File: config.mk
export PLATFORM = sky130hd
export DESIGN_NAME = sensor_monitor
export DESIGN_NICKNAME = d
export VERILOG_FILES = /design/src/rtl/sensor_monitor.sv
export SDC_FILE = /design/constraint.sdc
export NUM_CORES = 1
export LEC_CHECK = 0
export ABC_AREA = 1
export BUFFER_PORTS_ARGS = -buffer_cell sky130_fd_sc_hd__buf_4
export CORE_ASPECT_RATIO = 1.4
export CORE_MARGIN = 2
export CORE_UTILIZATION = 45
export CTS_CLUSTER_DIAMETER = 120
export DETAILED_ROUTE_END_ITERATION = 7
export PLACE_DENSITY = 0.78
export SYNTH_ARGS = -nofsm -noshare
export SYNTH_HDL_FRONTEND = slang
export SYNTH_SLANG_ARGS = --single-unit
File: constraint.sdc
create_clock -name clk -period 3.7 [get_ports clk]
set_input_delay 0.74 -clock clk [delete_from_list [all_inputs] [get_ports clk]]
set_output_delay 0.74 -clock clk [all_outputs]
set_load 0.05 [all_outputs]
File: src/rtl/sensor_monitor.sv
// Sensor monitor: synchronizes and debounces four raw sensor lines, derives an
// error condition, and runs a latched-alarm FSM with an acknowledge/hold path.
// Optional saturating error-event counter is built when SENSOR_MONITOR_CNT_EN
// is defined; otherwise err_count is tied to zero and clr_count is ignored.
module sensor_monitor #(
  parameter int unsigned DEBOUNCE_CNT = 4,
  parameter int unsigned CNT_WIDTH    = 8
) (
  input  logic                 clk,
  input  logic                 n_rst,
  input  logic [3:0]           sensors,
  input  logic                 ack,
  input  logic                 clr_count,
  output logic [3:0]           filt_sensors,
  output logic                 alarm,
  output logic                 err_event,
  output logic [CNT_WIDTH-1:0] err_count
);

  localparam logic [3:0] DbLimit = 4'(DEBOUNCE_CNT);

  typedef enum logic [1:0] {
    StIdle,
    StAlarm,
    StHold
  } state_e;

  logic [3:0] sync1_q, sync2_q;
  logic [3:0] prev_q;
  logic [3:0] filt_q, filt_d;
  logic [3:0] db_cnt_q, db_cnt_d;
  logic [3:0] run_len;
  logic       err_cond;
  logic       inc;
  state_e     state_q;
  logic       alarm_q;
  logic       err_event_q;

  // Two-flop synchronizer; prev_q remembers the last synchronized value so a
  // change can restart the stability run.
  always_ff @(posedge clk or negedge n_rst) begin
    if (!n_rst) begin
      sync1_q <= '0;
      sync2_q <= '0;
      prev_q  <= '0;
    end else begin
      sync1_q <= sensors;
      sync2_q <= sync1_q;
      prev_q  <= sync2_q;
    end
  end

  // Debounce: count consecutive cycles of a stable value differing from filt;
  // the cycle in which a new value first appears counts as the first one.
  always_comb begin
    filt_d   = filt_q;
    db_cnt_d = db_cnt_q;
    run_len  = '0;
    if (sync2_q == filt_q) begin
      db_cnt_d = '0;
    end else begin
      run_len = (sync2_q != prev_q) ? 4'd1 : db_cnt_q + 4'd1;
      if (run_len == DbLimit) begin
        filt_d   = sync2_q;
        db_cnt_d = '0;
      end else begin
        db_cnt_d = run_len;
      end
    end
  end

  // Debounce state registers.
  always_ff @(posedge clk or negedge n_rst) begin
    if (!n_rst) begin
      filt_q   <= '0;
      db_cnt_q <= '0;
    end else begin
      filt_q   <= filt_d;
      db_cnt_q <= db_cnt_d;
    end
  end

  // Error when Z, or Y together with W or X.
  assign err_cond = filt_q[0] | (filt_q[1] & (filt_q[3] | filt_q[2]));
  assign inc      = (state_q == StIdle) & err_cond;

  // Alarm FSM with registered outputs; an alarm stays latched until acked.
  always_ff @(posedge clk or negedge n_rst) begin
    if (!n_rst) begin
      state_q     <= StIdle;
      alarm_q     <= 1'b0;
      err_event_q <= 1'b0;
    end else begin
      err_event_q <= 1'b0;
      unique case (state_q)
        StIdle: begin
          if (err_cond) begin
            state_q     <= StAlarm;
            alarm_q     <= 1'b1;
            err_event_q <= 1'b1;
          end
        end
        StAlarm: begin
          if (ack) begin
            alarm_q <= 1'b0;
            state_q <= err_cond ? StHold : StIdle;
          end
        end
        StHold: begin
          if (!err_cond) begin
            state_q <= StIdle;
          end
        end
        default: begin
          state_q <= StIdle;
          alarm_q <= 1'b0;
        end
      endcase
    end
  end

`ifdef SENSOR_MONITOR_CNT_EN
  logic [CNT_WIDTH-1:0] err_count_q, err_count_d;

  // Saturating event counter; a clear beats a coincident increment.
  always_comb begin
    err_count_d = err_count_q;
    if (clr_count) begin
      err_count_d = '0;
    end else if (inc && (err_count_q != '1)) begin
      err_count_d = err_count_q + CNT_WIDTH'(1);
    end
  end

  // Event counter register.
  always_ff @(posedge clk or negedge n_rst) begin
    if (!n_rst) begin
      err_count_q <= '0;
    end else begin
      err_count_q <= err_count_d;
    end
  end

  assign err_count = err_count_q;
`else
  logic unused_cnt;
  assign unused_cnt = clr_count ^ inc;
  assign err_count  = '0;
`endif

  assign filt_sensors = filt_q;
  assign alarm        = alarm_q;
  assign err_event    = err_event_q;

endmodule
After elaboration in Yosys (flattened, before gate mapping)
Cells that the tools add are included.

storage, ports and cells
  bits in registers = 24
  input bits = 8

cells by class
  reductions and logical operators = 4
  add/sub/neg operators = 1
  equal/unequal tests = 8
  multiplexer cells = 13
  bitwise logic cells = 5

operators with widths
  kind                   count
  $mux W4                3
  $mux W2                4
  $ne A2 B2 Y1 const B   3
  $pmux W2 S3            1
  $reduce_and A3 Y1      2
  $add A4 B1 Y4 const B  1
  $eq A4 B3 Y1 const B   1
  $eq A4 B4 Y1           1
  $mux W1                4
  $ne A4 B4 Y1           1
  $pmux W1 S3            1
  $eq A2 B1 Y1 const B   1
  $eq A2 B2 Y1 const B   1
  $logic_not A2 Y1       1
  $not A1 Y1             2
  $or A1 B1 Y1           2
  $reduce_and A2 Y1      1
  $and A1 B1 Y1          1

Logic depth before layout (Yosys ltp)
  depth in word-level cells = 6
  depth in mapped cells = 10
  gate-level depth less buffers = 10

Least setup slack after synthesis
Ideal clock, no wire load.

  path kind = register to register
  from = register filt_q[1] (netlist: filt_sensors[1])
  to = register filt_q[1] (netlist: filt_sensors[1])
  arrival time = 1.328 ns
  setup slack = 2.253 ns
  stages on the path, launching flop included = 10
  period minus slack after synthesis = 1.447 ns
  required time = 3.580 ns
  buffers on the path = 0
  cell sequence = dfrtp_1 > nand2_1 > nand2_1 > nor2_1 > nand2_1 > nand2_2 > nor2_8 > nand2_2 > nand2_1 > nand2_1

between the ends
  word-level cells in the longest chain between the ends = 3

ends and longest elaborated chain
  what                                RTL line  RTL
  start: declaration                  30        logic [3:0] filt_q, filt_d;
  start signal: assignment            78        filt_q <= filt_d;
  $eq A4 B4 Y1                        59        if (sync2_q == filt_q) begin
  $not A1 Y1 (no source line)         -
  $reduce_and A2 Y1 (no source line)  -

No other way between the ends.
A chain may end at the register's enable or synchronous reset.

Worst setup path in the final report
  from = register filt_q[1] (netlist: filt_sensors[1])
  to = output port filt_sensors[1]

RTL lines
  what              RTL line  RTL
  end: declaration  14        output logic [3:0] filt_sensors,

No word-level cell between the ends.

==> flow_summary_export.csv <==
group,metric,value,unit
power,p_leak,0.660,nW
synth,yosys_warnings,0,
power,powerDensity,390,mW/mm^2
critical_path,end_kind,"output pin",
synth,synth_area_leaders,"dfrtp_1 (56%), nand2_1 (13%), buf_4 (5.6%)",
route,vias,722,
place,place_congestion,0.773,
final_layout,nets,140,
synth,ys_ff_latch,24,
grt,gr-total-overflow,0,
critical_path,crit_required,2.96,ns
sta,post-route-min-period,1.70,ns
grt,grt_pass1_wl,2770,um
place,dp_hpwl,1220,um
critical_path,cp_cell_sequence,"buf_4",
clocking,clk_pin_slew,0.12,ns
floorplan,pin_count,22,
floorplan,chipWidth,45.3,um
synth,synth_top_cell_area_share,0.560,
min_path,hold_path.class,"in -> async",
grt,grt_pass1_vias,707,
synth,synth_area_per_cell,9.32,sq um
sta,finalCritPeriodShare,0.458,
critical_path,arrival,0.96,ns
final_layout,antenna_cells,0,
floorplan,die_y,61.8,um
route,routed_wl,1560,um
outcome,status,"completed",
critical_path,critPathSlowestCell,"dfrtp_1",
clocking,cts_resized,0,
floorplan,initial_utilization,0.481,
critical_path,critPathTopFamily,"flip-flops",
final_layout,seqCellArea,601,sq um
sta,clock_skew,0.00450,ns
route,ant_nets,0,
critical_path,cp.buffers_inverters,1,
place,io_buffers,12,
flow_run,cap_viol_max_count,0,
clocking,hold_buffers,0,
sta,timing.fmax,590,MHz
final_layout,areaGrowthSynthToFinish,11.2,%
route,wire_per_inst,10.3,um
clocking,clk_latency,0.30,ns
grt,grt_max_degree,25,
grt,antenna_found_initial,0,
critical_path,cp_slowest_stage_delay,0.43,ns
route,post-route-drc-count,0,
floorplan,rows,20,
final_layout,final_cells,152,
critical_path,cp-start-kind,"flop",
clocking,cts-root-buf,"clkbuf_4",
sta,rsz0062_at_grt,"false",
final_layout,layout-drive-gt1-share,0.177,
synth,synth_area_leader_cell,"dfrtp_1",
floorplan,die-area,0.00279,sq mm
clocking,htree_levels,1,
critical_path,timing_worst_setup_path_type,"reg -> out",
synth,syn_area,0.00107,sq mm
synth,yosysSeqAreaShare,0.560,
final_layout,final.fill_count,198,
synth,syn_inst,115,
clocking,cts_buffers,3,
sta,setup_viol,0,
floorplan,core_region_area,0.00223,sq mm
critical_path,cp_max_fo,5,
clocking,numClockSinks,24,
sta,fin_setup_tns,0,ns
power,irDropWorstVdd,0.000266,V
clocking,post_cts_buffers,0,
sta,maxSlewViolCount,0,
synth,ys_types,19,
sta,hold_violations,0,
route,dr.pass1.iters,2,
clocking,cts_tree,"yes",
route,drt_iter0_markers,5,
clocking,cts_buffer_depth,2,
final_layout,multi_input_area,389,sq um
route,vias_per_cell,4.75,
place,placed_cells,148,
grt,track_usage,0.136,
[power by group]
part	internal, W	switching [W]	leakage (nW)
Sequential	0.000271	0.00000824	0.302
Combinational	0.0000148	0.0000398	0.337
Clock	0.0000600	0.0000716	0.0210
[cell usage in the layout (no fill, tap or decap), drive strengths merged]
cell	Yosys	final
xor2	5	5
xnor2	3	3
ha	1	1
conb	1	8
buf	8	12
o21ai	1	1
inv	13	13
clkbuf	0	4
nand3	6	6
nor3	2	2
nand2	38	38
a21oi	2	2
a211oi	1	1
nor2	10	10
dfrtp	24	24
[kinds of logic after synthesis]
logic type,share of synthesized area
compound gates,0.0210
xor+xnor,0.0653
fa+ha+maj,0.0117
buf+inv,0.102
flops,0.560
other cells,0.00350
simple gates,0.237
[area by class of cell]
| class | count | area share |
|---|---|---|
| well taps | 22 | 0.0231 |
| repair buffers | 12 | 0.0756 |
| multi-input cells | 77 | 0.326 |
| inverters | 13 | 0.0409 |
| flip-flops and latches | 24 | 0.504 |
| clock buffers | 4 | 0.0304 |
[path summary, 6_finish.rpt]
| kind | startpoint | endpoint | slack (ns) | cells after the start |
|---|---|---|---|---|
| max reg2reg | sync2_q[0]$_DFF_PN0_ | filt_sensors[0]$_DFFE_PN0P_ | 2.30 | 8 |
| min in group clk | sync1_q[1]$_DFF_PN0_ | sync2_q[1]$_DFF_PN0_ | 0.36 | 0 |
| min reg2reg | sync1_q[1]$_DFF_PN0_ | sync2_q[1]$_DFF_PN0_ | 0.36 | 0 |
| max in group asynchronous | n_rst | prev_q[2]$_DFF_PN0_ | 3.17 | 1 |
| min | n_rst | db_cnt_q[0]$_DFF_PN0_ | 0.30 | 1 |
| max | filt_sensors[1]$_DFFE_PN0P_ | filt_sensors[1] | 2.00 | 1 |
[cell usage after synthesis]
master	n
nand2_1	36
inv_2	2
ha_1	1
nor2_4	1
o21ai_0	1
nand3_2	1
xnor2_1	3
nor2_1	8
a211oi_1	1
buf_4	8
inv_1	11
xor2_1	5
nand2_2	2
conb_1	1
nand3_1	5
dfrtp_1	24
a21oi_1	2
nor2_8	1
nor3_1	2
[per-layer routing]
metal  part of all wire  global-route usage
met5                  0                   0
met4             0.0077              0.0630
met3              0.038              0.0260
met2               0.54               0.251
met1               0.41               0.148
[flip-flops by register name, indices dropped and copies added, names as in the netlist]
name / cells
db_cnt_q: 4
prev_q: 4
alarm: 1
sync2_q: 4
err_event: 1
sync1_q: 4
filt_sensors: 4
state_q: 2
[per-stage QoR]
step / setup slack, ns / total power, W / hold slack, ns / cell area [sq um] / utilization
floorplan: 2.25 / 0.000331 / 0.331 / 1100 / -
CTS: 1.99 / 0.000472 / 0.302 / 1190 / 0.535
global route: 1.95 / 0.000487 / 0.311 / 1190 / 0.535
detailed placement: 2.29 / 0.000340 / 0.337 / 1160 / 0.519
finish: 2.00 / 0.000466 / 0.302 / 1190 / 0.535
global placement: 2.33 / 0.000338 / 0.332 / 1160 / 0.519
Note: power is estimated with default switching activity, not from simulation.
